===== config.mk =====
export PLATFORM = sky130hd
export DESIGN_NAME = io_port_bank
export DESIGN_NICKNAME = d
export VERILOG_FILES = /design/src/rtl/io_port_bank.sv
export SDC_FILE = /design/constraint.sdc
export NUM_CORES = 1
export LEC_CHECK = 0
export ABC_AREA = 0
export ABC_CLOCK_PERIOD_IN_PS = 4200
export CAP_MARGIN = 20
export CORE_MARGIN = 2
export CORE_UTILIZATION = 40
export DETAILED_ROUTE_END_ITERATION = 12
export SYNTH_ARGS = -nofsm -noshare
export SYNTH_HDL_FRONTEND = slang
export SYNTH_SLANG_ARGS = --single-unit

===== constraint.sdc =====
create_clock -name clock -period 4.2 [get_ports clock]
set_input_delay 1.26 -clock clock [delete_from_list [all_inputs] [get_ports clock]]
set_output_delay 1.26 -clock clock [all_outputs]
set_load 0.02 [all_outputs]

===== src/rtl/io_port_bank.sv =====
// io_port_bank: memory-mapped I/O port bank on the MEM-stage data bus.
// Decodes byte offsets 0x80..0xFC (addr[7]=1) into a debounced switch
// register, a sticky change flag, N_OUT general output ports and a
// programmable 7-segment hex driver.
module io_port_bank #(
  parameter int unsigned N_OUT      = 4,
  parameter int unsigned SW_W       = 10,
  parameter int unsigned LED_W      = 10,
  parameter int unsigned N_HEX      = 6,
  parameter int unsigned DEB_CYCLES = 4
) (
  input  logic                 clock,
  input  logic                 reset,
  input  logic [31:0]          addr,
  input  logic                 we,
  input  logic                 re,
  input  logic [31:0]          wdata,
  output logic [31:0]          rdata,
  input  logic [SW_W-1:0]      io_in_sw,
  output logic [LED_W-1:0]     io_out_led,
  output logic [7*N_HEX-1:0]   io_out_hex,
  output logic                 sw_changed
);

  // Word offsets within the I/O window (addr[6:2]).
  localparam logic [4:0]  OFF_SW     = 5'd0;
  localparam logic [4:0]  OFF_STATUS = 5'd1;
  localparam int unsigned OFF_OUT0   = 2;
  localparam logic [4:0]  OFF_HEX    = 5'd16;

  localparam int unsigned CNT_W = $clog2(DEB_CYCLES + 1);

  // ---------------------------------------------------------------
  // Bus decode
  // ---------------------------------------------------------------
  logic       sel_io;
  logic [4:0] off;
  logic       wr_en;
  logic       rd_en;
  logic       unused_addr_bits;

  assign sel_io           = addr[7];
  assign off              = addr[6:2];
  assign wr_en            = we & sel_io;
  assign rd_en            = re & sel_io;
  assign unused_addr_bits = ^{addr[31:8], addr[1:0]};

  // ---------------------------------------------------------------
  // State
  // ---------------------------------------------------------------
  logic [31:0]      out_q [N_OUT];
  logic [31:0]      out_d [N_OUT];
  logic [3:0]       hexctrl_q, hexctrl_d;
  logic [31:0]      rdata_q, rdata_d;
  logic [SW_W-1:0]  sync1_q, sync2_q, prev_q;
  logic [SW_W-1:0]  deb_q, deb_d;
  logic [CNT_W-1:0] cnt_q, cnt_d;
  logic             flag_q, flag_d;
  logic             accept;

  // ---------------------------------------------------------------
  // Output port and HEXCTRL write logic
  // ---------------------------------------------------------------
  // Each register loads wdata when a qualified write hits its offset.
  always_comb begin
    for (int unsigned k = 0; k < N_OUT; k++) begin
      out_d[k] = out_q[k];
      if (wr_en && (32'(off) == OFF_OUT0 + k)) begin
        out_d[k] = wdata;
      end
    end
    hexctrl_d = hexctrl_q;
    if (wr_en && (off == OFF_HEX)) begin
      hexctrl_d = wdata[3:0];
    end
  end

  // ---------------------------------------------------------------
  // Read mux (pre-write values, so same-cycle write+read returns old data)
  // ---------------------------------------------------------------
  logic [31:0] rd_val;

  // Select the addressed register's current value; unmapped reads give 0.
  always_comb begin
    rd_val = '0;
    if (off == OFF_SW) begin
      rd_val[SW_W-1:0] = deb_q;
    end else if (off == OFF_STATUS) begin
      rd_val[0] = flag_q;
    end else if (off == OFF_HEX) begin
      rd_val[3:0] = hexctrl_q;
    end
    for (int unsigned k = 0; k < N_OUT; k++) begin
      if (32'(off) == OFF_OUT0 + k) begin
        rd_val = out_q[k];
      end
    end
    rdata_d = rd_en ? rd_val : rdata_q;
  end

  // ---------------------------------------------------------------
  // Switch debounce
  // ---------------------------------------------------------------
  logic [CNT_W-1:0] cnt_next;

  // Count consecutive cycles the synchronised value differs from the
  // debounced value without changing; accept it after DEB_CYCLES.
  always_comb begin
    deb_d    = deb_q;
    cnt_d    = cnt_q;
    cnt_next = cnt_q;
    accept   = 1'b0;
    if (sync2_q == deb_q) begin
      cnt_d = '0;
    end else begin
      if (sync2_q != prev_q) begin
        cnt_next = CNT_W'(1);
      end else begin
        cnt_next = cnt_q + 1'b1;
      end
      if (cnt_next == CNT_W'(DEB_CYCLES)) begin
        deb_d  = sync2_q;
        cnt_d  = '0;
        accept = 1'b1;
      end else begin
        cnt_d = cnt_next;
      end
    end
  end

  // Sticky change flag: a new acceptance beats a clearing STATUS read.
  always_comb begin
    flag_d = flag_q;
    if (accept) begin
      flag_d = 1'b1;
    end else if (rd_en && (off == OFF_STATUS)) begin
      flag_d = 1'b0;
    end
  end

  // ---------------------------------------------------------------
  // Register update
  // ---------------------------------------------------------------
  // All architectural state, with synchronous reset taking priority.
  always_ff @(posedge clock) begin
    if (reset) begin
      for (int unsigned k = 0; k < N_OUT; k++) begin
        out_q[k] <= '0;
      end
      hexctrl_q <= 4'h1;
      rdata_q   <= '0;
      sync1_q   <= '0;
      sync2_q   <= '0;
      prev_q    <= '0;
      deb_q     <= '0;
      cnt_q     <= '0;
      flag_q    <= 1'b0;
    end else begin
      for (int unsigned k = 0; k < N_OUT; k++) begin
        out_q[k] <= out_d[k];
      end
      hexctrl_q <= hexctrl_d;
      rdata_q   <= rdata_d;
      sync1_q   <= io_in_sw;
      sync2_q   <= sync1_q;
      prev_q    <= sync2_q;
      deb_q     <= deb_d;
      cnt_q     <= cnt_d;
      flag_q    <= flag_d;
    end
  end

  // ---------------------------------------------------------------
  // Outputs
  // ---------------------------------------------------------------
  function automatic logic [6:0] seg7(input logic [3:0] n);
    logic [6:0] s;
    case (n)
      4'h0:    s = 7'b1000000;
      4'h1:    s = 7'b1111001;
      4'h2:    s = 7'b0100100;
      4'h3:    s = 7'b0110000;
      4'h4:    s = 7'b0011001;
      4'h5:    s = 7'b0010010;
      4'h6:    s = 7'b0000010;
      4'h7:    s = 7'b1111000;
      4'h8:    s = 7'b0000000;
      4'h9:    s = 7'b0010000;
      4'hA:    s = 7'b0001000;
      4'hB:    s = 7'b0000011;
      4'hC:    s = 7'b1000110;
      4'hD:    s = 7'b0100001;
      4'hE:    s = 7'b0000110;
      default: s = 7'b0001110;
    endcase
    return s;
  endfunction

  logic [31:0] hex_src;
  logic [2:0]  hex_sel;

  assign hex_sel = hexctrl_q[3:1];

  // Pick the hex source port (out-of-range select falls back to port 0)
  // and decode one nibble per digit, blanking everything when disabled.
  always_comb begin
    hex_src = out_q[0];
    for (int unsigned k = 0; k < N_OUT; k++) begin
      if (32'(hex_sel) == k) begin
        hex_src = out_q[k];
      end
    end
    io_out_hex = '1;
    if (hexctrl_q[0]) begin
      for (int unsigned i = 0; i < N_HEX; i++) begin
        io_out_hex[7*i +: 7] = seg7(hex_src[4*i +: 4]);
      end
    end
  end

  assign io_out_led = out_q[0][LED_W-1:0];
  assign rdata      = rdata_q;
  assign sw_changed = flag_q;

endmodule


==> impl_metrics.py, run 1 <==
metrics = {
    "sta": {
        "fin_ws_ps": -48.9,
        "rsz0062_at_grt": "yes",
        "fin_crit_sh": 1.01,
        "finalHoldViolCount": 0,
        "clock.fmax_ghz": 0.235,
        "worst_pin_slew_ps": 792,
        "skew_ps": 8.09,
        "period_needed_ps": 4250,
        "setup_viol": 3,
        "slew_viol_final": 0,
        "slew_headroom": 0.472,
    },
    "logic_synthesis": {
        "yosys_warnings": 0,
        "synth_cells": 1365,
        "yosys.area.top_type_share": 0.385,
        "ys_ff_latch": 208,
        "synth_ff_type": "dfxtp_1",
        "yosysMostFrequentCell": "nand2_1",
        "syn_area_um2": 10800,
        "yosysTopAreaCell": "dfxtp_1",
        "ys_top_cells_by_area": "dfxtp_1 (38%), nand2_1 (10%), a21oi_1 (9.3%), ha_1 (4.9%), mux2i_1 (4.3%)",
        "syn_nets": 1485,
        "seq_area_frac_synth": 0.385,
        "ys_top_cells_by_count": "nand2_1 (289), dfxtp_1 (208), a21oi_1 (201)",
        "synth_edf_count": 0,
        "syn_area_per_cell_um2": 7.93,
        "async_flop_share": 0,
        "synth.distinct_cells": 60,
    },
    "finish": {
        "area_growth_pct": 26.0,
        "antenna_cells": 0,
        "final_util": 0.509,
        "nets": 1617,
        "layout-drive-gt1-share": 0.113,
        "postLayoutCellArea_um2": 13600,
        "finalNonFillerCells": 1854,
    },
    "setup_path": {
        "path_max_fanout": 15,
        "reg2reg_slack_ps": 1910,
        "timing.rr.end": "deb_q[9]$_SDFFE_PP0P_",
        "worstSetupPathType": "reg -> out",
        "setup.worst_path.start_class": "flop",
        "cp_cell_sequence": "buf_12 -> mux2i_1 -> a21oi_1 -> o21ai_0 -> buf_4 -> inv_1 -> buf_4 -> ha_1 -> a2111oi_2 -> a31oi_1 -> dlygate4sd2_1",
        "reg2reg_from": "deb_q[9]$_SDFFE_PP0P_",
        "path_common_cell": "buf_4",
        "crit_buf_inv": 5,
        "crit_path_end_kind": "output pin",
        "max_stage_delay_ps": 450,
        "critPathArrivalTime_ps": 2990,
        "critical-path-top-delay-family": "buffers and inverters",
        "cp_slowest_cell": "dfxtp_4",
        "r2r_cells": 5,
        "critPathRequiredTime_ps": 2940,
    },
    "power": {
        "combinationalPowerShare": 0.083,
        "power_frac_clock": 0.456,
        "p_int_mw": 3.35,
        "p_sw_frac": 0.239,
        "p_sw_mw": 1.05,
        "power_density_nw_per_um2": 322,
        "worst_ir_drop_vdd_v": 0.000185,
        "p_leak_nw": 5.21,
        "seq_power_share": 0.462,
    },
    "outcome": {
        "violations": "negative setup slack",
        "outcome": "complete, but fails checks",
    },
    "route": {
        "via_per_inst": 5.62,
        "drtIter0Drc": 845,
        "drc": 0,
        "drt_pass1_iterations": 5,
        "wl_um": 34600,
        "wl_per_cell_um": 18.6,
        "ant_nets": 0,
        "vias": 10419,
    },
    "cts": {
        "cts-root-buf": "clkbuf_16",
        "cts_tree": "built",
        "clock-sinks": 208,
        "cts.clk_slew.worst_paths_ps": 60,
        "h-tree-depth": 1,
        "worstSkewPairLatency_ps": 510,
        "cts_made_buffers": 23,
        "clockBufferDepth": 3,
    },
    "worst_hold_path": {
        "min_path_type": "reg -> reg",
        "min_to": "sync2_q[5]$_SDFF_PP0_",
        "holdCritStartpoint": "sync1_q[5]$_SDFF_PP0_",
        "worst_hold_path.num_cells": 1,
    },
    "placed_design": {
        "place_congestion": 0.878,
        "hpwl_um": 22900,
        "placed_cell_area_um2": 12800,
        "dp.cells": 1806,
        "portBuffers": 136,
        "pre_cts_slack_ps": 49.3,
    },
    "floorplanning": {
        "die_area_um2": 28400,
        "rows": 60,
        "die_w_um": 169,
        "die_height_um": 169,
        "core_area_um2": 26800,
        "num_io_pins": 163,
        "initial_utilization": 0.404,
    },
    "grt": {
        "grt_pass1_vias": 9965,
        "track_usage": 0.237,
        "antenna_found_initial": 0,
        "grt_pass1_wl_um": 54100,
        "globalRouteOverflowTotal": 0,
        "grt_start_max_net_pins": 95,
    },
    "flow_run": {
        "drv_cap": 0,
    },
}
[cell type report]
class,instances,area (um^2)
clock buffers,34,687
multi-input cells,1014,6120
clock inverters,7,62.6
well taps,341,427
fillers,2580,13200
inverters,30,113
flip-flops and latches,208,4170
repair buffers,220,2070
[stage by stage]
stage	power, mW	setup TNS, ps	hold slack, ps
floorplan	2.25	0	414
global placement	2.44	0	425
detailed placement	2.44	0	424
CTS	4.43	-483	437
global route	4.54	-1190	457
finish	4.40	-67.6	432
[cells in the final DEF, fill, tap and decap left out, types with 6 or more instances in the layout]
cell type / netlist / final
nand2_1: 289 / 289
dfxtp_1: 208 / 206
a21oi_1: 201 / 200
clkdlybuf4s50_1: 0 / 93
buf_4: 12 / 73
nor2_1: 64 / 61
nor2b_1: 51 / 50
mux2i_1: 47 / 47
ha_1: 42 / 42
o21ai_0: 42 / 40
a211oi_1: 39 / 39
inv_1: 30 / 30
clkbuf_16: 0 / 24
o2bb2ai_1: 21 / 21
dlygate4sd2_1: 0 / 19
xnor2_1: 17 / 17
mux2_2: 16 / 16
nand3_1: 16 / 16
nor3_1: 17 / 16
o221ai_1: 12 / 12
a221oi_1: 12 / 11
a31oi_1: 11 / 11
o211ai_1: 8 / 8
clkdlybuf4s15_1: 0 / 8
and2_1: 7 / 7
clkbuf_8: 0 / 7
dlymetal6s2s_1: 0 / 7
nand3b_1: 6 / 6
a211o_1: 6 / 6
nor4_1: 6 / 6
buf_12: 0 / 6
[flip-flops by register name, indices dropped and copies added, names as in the netlist]
register,count
cnt_q,3
deb_q,10
hexctrl_q,4
out_q,128
prev_q,10
rdata,32
sw_changed,1
sync1_q,10
sync2_q,10
[worst max-delay path by stage]
stage               depth (start not counted)  slack [ps]                 startpoint        endpoint
global route                               11        -190  hexctrl_q[2]$_SDFFE_PP0P_   io_out_hex[0]
finish                                     11         -50  hexctrl_q[2]$_SDFFE_PP0P_   io_out_hex[0]
CTS                                         8        -160  hexctrl_q[1]$_SDFFE_PP0P_  io_out_hex[25]
detailed placement                         11          50  hexctrl_q[2]$_SDFFE_PP0P_   io_out_hex[0]
floorplan                                   7          70  hexctrl_q[2]$_SDFFE_PP0P_  io_out_hex[37]
global placement                            7          70  hexctrl_q[2]$_SDFFE_PP0P_  io_out_hex[37]
[power by group through the flow]
| stage | registers, mW | logic [mW] | clock network (mW) |
|---|---|---|---|
| 3_3_place_gp | 2.08 | 0.363 | 0 |
| 3_5_place_dp | 2.08 | 0.365 | 0 |
| 4_1_cts | 2.03 | 0.363 | 2.04 |
| 6_report | 2.03 | 0.364 | 2.01 |
| 2_1_floorplan | 2.09 | 0.164 | 0 |
| 5_1_grt | 2.03 | 0.393 | 2.12 |
[metal layers]
metal  routed length (um)  part of all wire  track usage  vias up
met5                    0                 0            0        -
met4                  831             0.024       0.0678        0
met3                 2020             0.058       0.0271       64
met2                16600              0.48        0.406      354
met1                15100              0.44        0.315     4964
li1                     -                 -            -     5037
[cell families after synthesis]
| group | after synthesis | synth area share |
|---|---|---|
| compound gates | 397 | 0.229 |
| xor+xnor | 21 | 0.0170 |
| buf+inv | 143 | 0.0578 |
| fa+ha+maj | 42 | 0.0485 |
| simple gates | 489 | 0.201 |
| flops | 208 | 0.385 |
| mux | 65 | 0.0622 |
[repair_timing]
| action | 4_1_cts | 5_1_grt |
|---|---|---|
| setup buffers | 4 | 2 |
| gates resized for setup | 63 | 41 |
| pin swaps | 3 | 1 |
| hold buffers | 0 | 0 |
| setup endpoints to repair | 42 | 27 |
| cloned | 0 | 1 |
(Power assumes the default switching activity.)
==> run 2: changes to the inputs <==
SLEW_MARGIN = 0   (was unset)
==> results of run 2 <==
Same layout as run 1: the final DEF is identical, and so are final timing and power.
==> run 3: changes to the inputs <==
TNS_END_PERCENT = 50   (was unset)
==> run 3 against run 2 <==
  * Sequential share of layout area barely moved
  * Sequential cell count did not move
  * First-iteration DRC count rose by 7.5%
  * The run still ends with negative setup slack left
  * Design area barely moved
  * Critical endpoint unchanged
==> impl_metrics.py, run 3 (same netlist as run 1, synthesis figures left out) <==
metrics = {
    "power": {
        "power_density_nw_per_um2": 322,
        "worst_ir_drop_vdd_v": 0.000185,
        "p_leak_nw": 5.21,
    },
    "setup_path": {
        "max_stage_delay_ps": 450,
        "setup.worst_path.start_class": "flop",
        "path_max_fanout": 15,
        "crit_buf_inv": 5,
        "worstSetupPathType": "reg -> out",
        "crit_path_end_kind": "output pin",
        "cp_slowest_cell": "dfxtp_4",
        "critPathRequiredTime_ps": 2940,
        "cp_cell_sequence": "buf_12 -> mux2i_1 -> a21oi_1 -> o21ai_0 -> buf_4 -> inv_1 -> buf_4 -> ha_1 -> a2111oi_2 -> a31oi_1 -> dlygate4sd2_1",
        "critPathArrivalTime_ps": 3000,
        "path_common_cell": "buf_4",
        "critical-path-top-delay-family": "buffers and inverters",
    },
    "cts": {
        "h-tree-depth": 1,
        "cts-root-buf": "clkbuf_16",
        "worstSkewPairLatency_ps": 510,
        "clockBufferDepth": 3,
        "cts_tree": "built",
        "cts_hold_buf": 0,
        "cts_made_buffers": 23,
        "cts.clk_slew.worst_paths_ps": 60,
        "clock-sinks": 208,
    },
    "finish": {
        "postLayoutCellArea_um2": 13600,
        "regMostFlops": "out_q",
        "finalNonFillerCells": 1853,
        "layout-drive-gt1-share": 0.112,
        "area_growth_pct": 26.0,
        "final_cell_mix": "nand2_1 (289), dfxtp_1 (206), a21oi_1 (200), clkdlybuf4s50_1 (93), buf_4 (72)",
        "antenna_cells": 0,
        "layout_commonest_cell": "nand2_1",
        "nets": 1616,
        "largest_register_ffs": 128,
    },
    "grt": {
        "grt_start_max_net_pins": 95,
        "globalRouteOverflowTotal": 0,
        "grt_pass1_vias": 9965,
        "track_usage": 0.237,
        "antenna_found_initial": 0,
        "grt_pass1_wl_um": 54100,
    },
    "placed_design": {
        "pre_cts_slack_ps": 49.3,
        "hpwl_um": 22900,
        "place_congestion": 0.878,
        "placed_cell_area_um2": 12800,
        "dp.cells": 1806,
        "portBuffers": 136,
    },
    "route": {
        "drc": 0,
        "wl_um": 34500,
        "ant_nets": 0,
        "vias": 10343,
        "drtIter0Drc": 908,
        "wl_per_cell_um": 18.6,
        "via_per_inst": 5.58,
        "drt_pass1_iterations": 6,
    },
    "floorplanning": {
        "rows": 60,
        "num_io_pins": 163,
        "initial_utilization": 0.404,
        "die_w_um": 169,
        "die_height_um": 169,
        "die_area_um2": 28400,
        "core_area_um2": 26800,
    },
    "sta": {
        "clock.fmax_ghz": 0.235,
        "fin_ws_ps": -56.4,
        "fin_crit_sh": 1.01,
        "worst_pin_slew_ps": 783,
        "finalHoldViolCount": 0,
        "skew_ps": 8.86,
        "fin_tns_setup_ps": -65.3,
        "setup_viol": 3,
        "slew_headroom": 0.478,
        "whs_ps": 432,
        "period_needed_ps": 4260,
        "slew_viol_final": 0,
        "rsz0062_at_grt": "yes",
    },
    "outcome": {
        "outcome": "complete, but fails checks",
        "violations": "negative setup slack",
    },
    "flow_run": {
        "drv_cap": 0,
    },
    "worst_hold_path": {
        "min_path_type": "reg -> reg",
    },
}
[run 3: cell count changes in the layout (fill, tap and decap cells not counted), sizes merged]
cell,before,now
clkdlybuf4s15,9,10
clkbuf,40,39
buf,86,85
[run 3: path summary, 6_finish.rpt]
check	end	depth (start not counted)	slack, ps	startpoint
worst max-delay path	io_out_hex[0]	11	-60	hexctrl_q[2]$_SDFFE_PP0P_
worst min-delay path	sync2_q[5]$_SDFF_PP0_	1	430	sync1_q[5]$_SDFF_PP0_
worst max register to register	deb_q[9]$_SDFFE_PP0P_	5	1900	deb_q[9]$_SDFFE_PP0P_
worst min register to register	sync2_q[5]$_SDFF_PP0_	1	430	sync1_q[5]$_SDFF_PP0_
[run 3: routing by layer]
metal,wire (um),global-route usage,vias to the layer above,share of wire
met5,0,0,-,0
met4,802,0.0678,0,0.023
li1,-,-,5033,-
met1,15200,0.315,4930,0.44
met3,1960,0.0271,59,0.057
met2,16500,0.406,321,0.48
[run 3: final cells by class]
class,instances,area (um^2)
clock buffer,34,687
clock inverter,7,62.6
fill,2582,13200
inverter,30,113
multi-input combinational,1014,6120
sequential,208,4170
tap,341,427
timing repair buffer,219,2070
[run 3: metrics by stage]
stage | util | total power, mW
after global placement | 0.476 | 2.44
after floorplan | - | 2.25
after CTS | 0.506 | 4.43
final | 0.509 | 4.40
after detailed placement | 0.476 | 2.44
after global routing | 0.509 | 4.54
[run 3: power breakdown]
part	leakage, nW	switching [mW]	internal, mW
logic	3.15	0.211	0.153
registers	1.69	0.0233	2.01
clock network	0.372	0.814	1.19
[run 3: repair_timing]
action | in CTS | in global routing
pin swaps | 3 | 1
endpoints found under the hold margin | 0 | 0
setup buffers | 4 | 1
gates cloned | 0 | 1
gates resized for setup | 63 | 39
setup endpoints to repair | 42 | 27
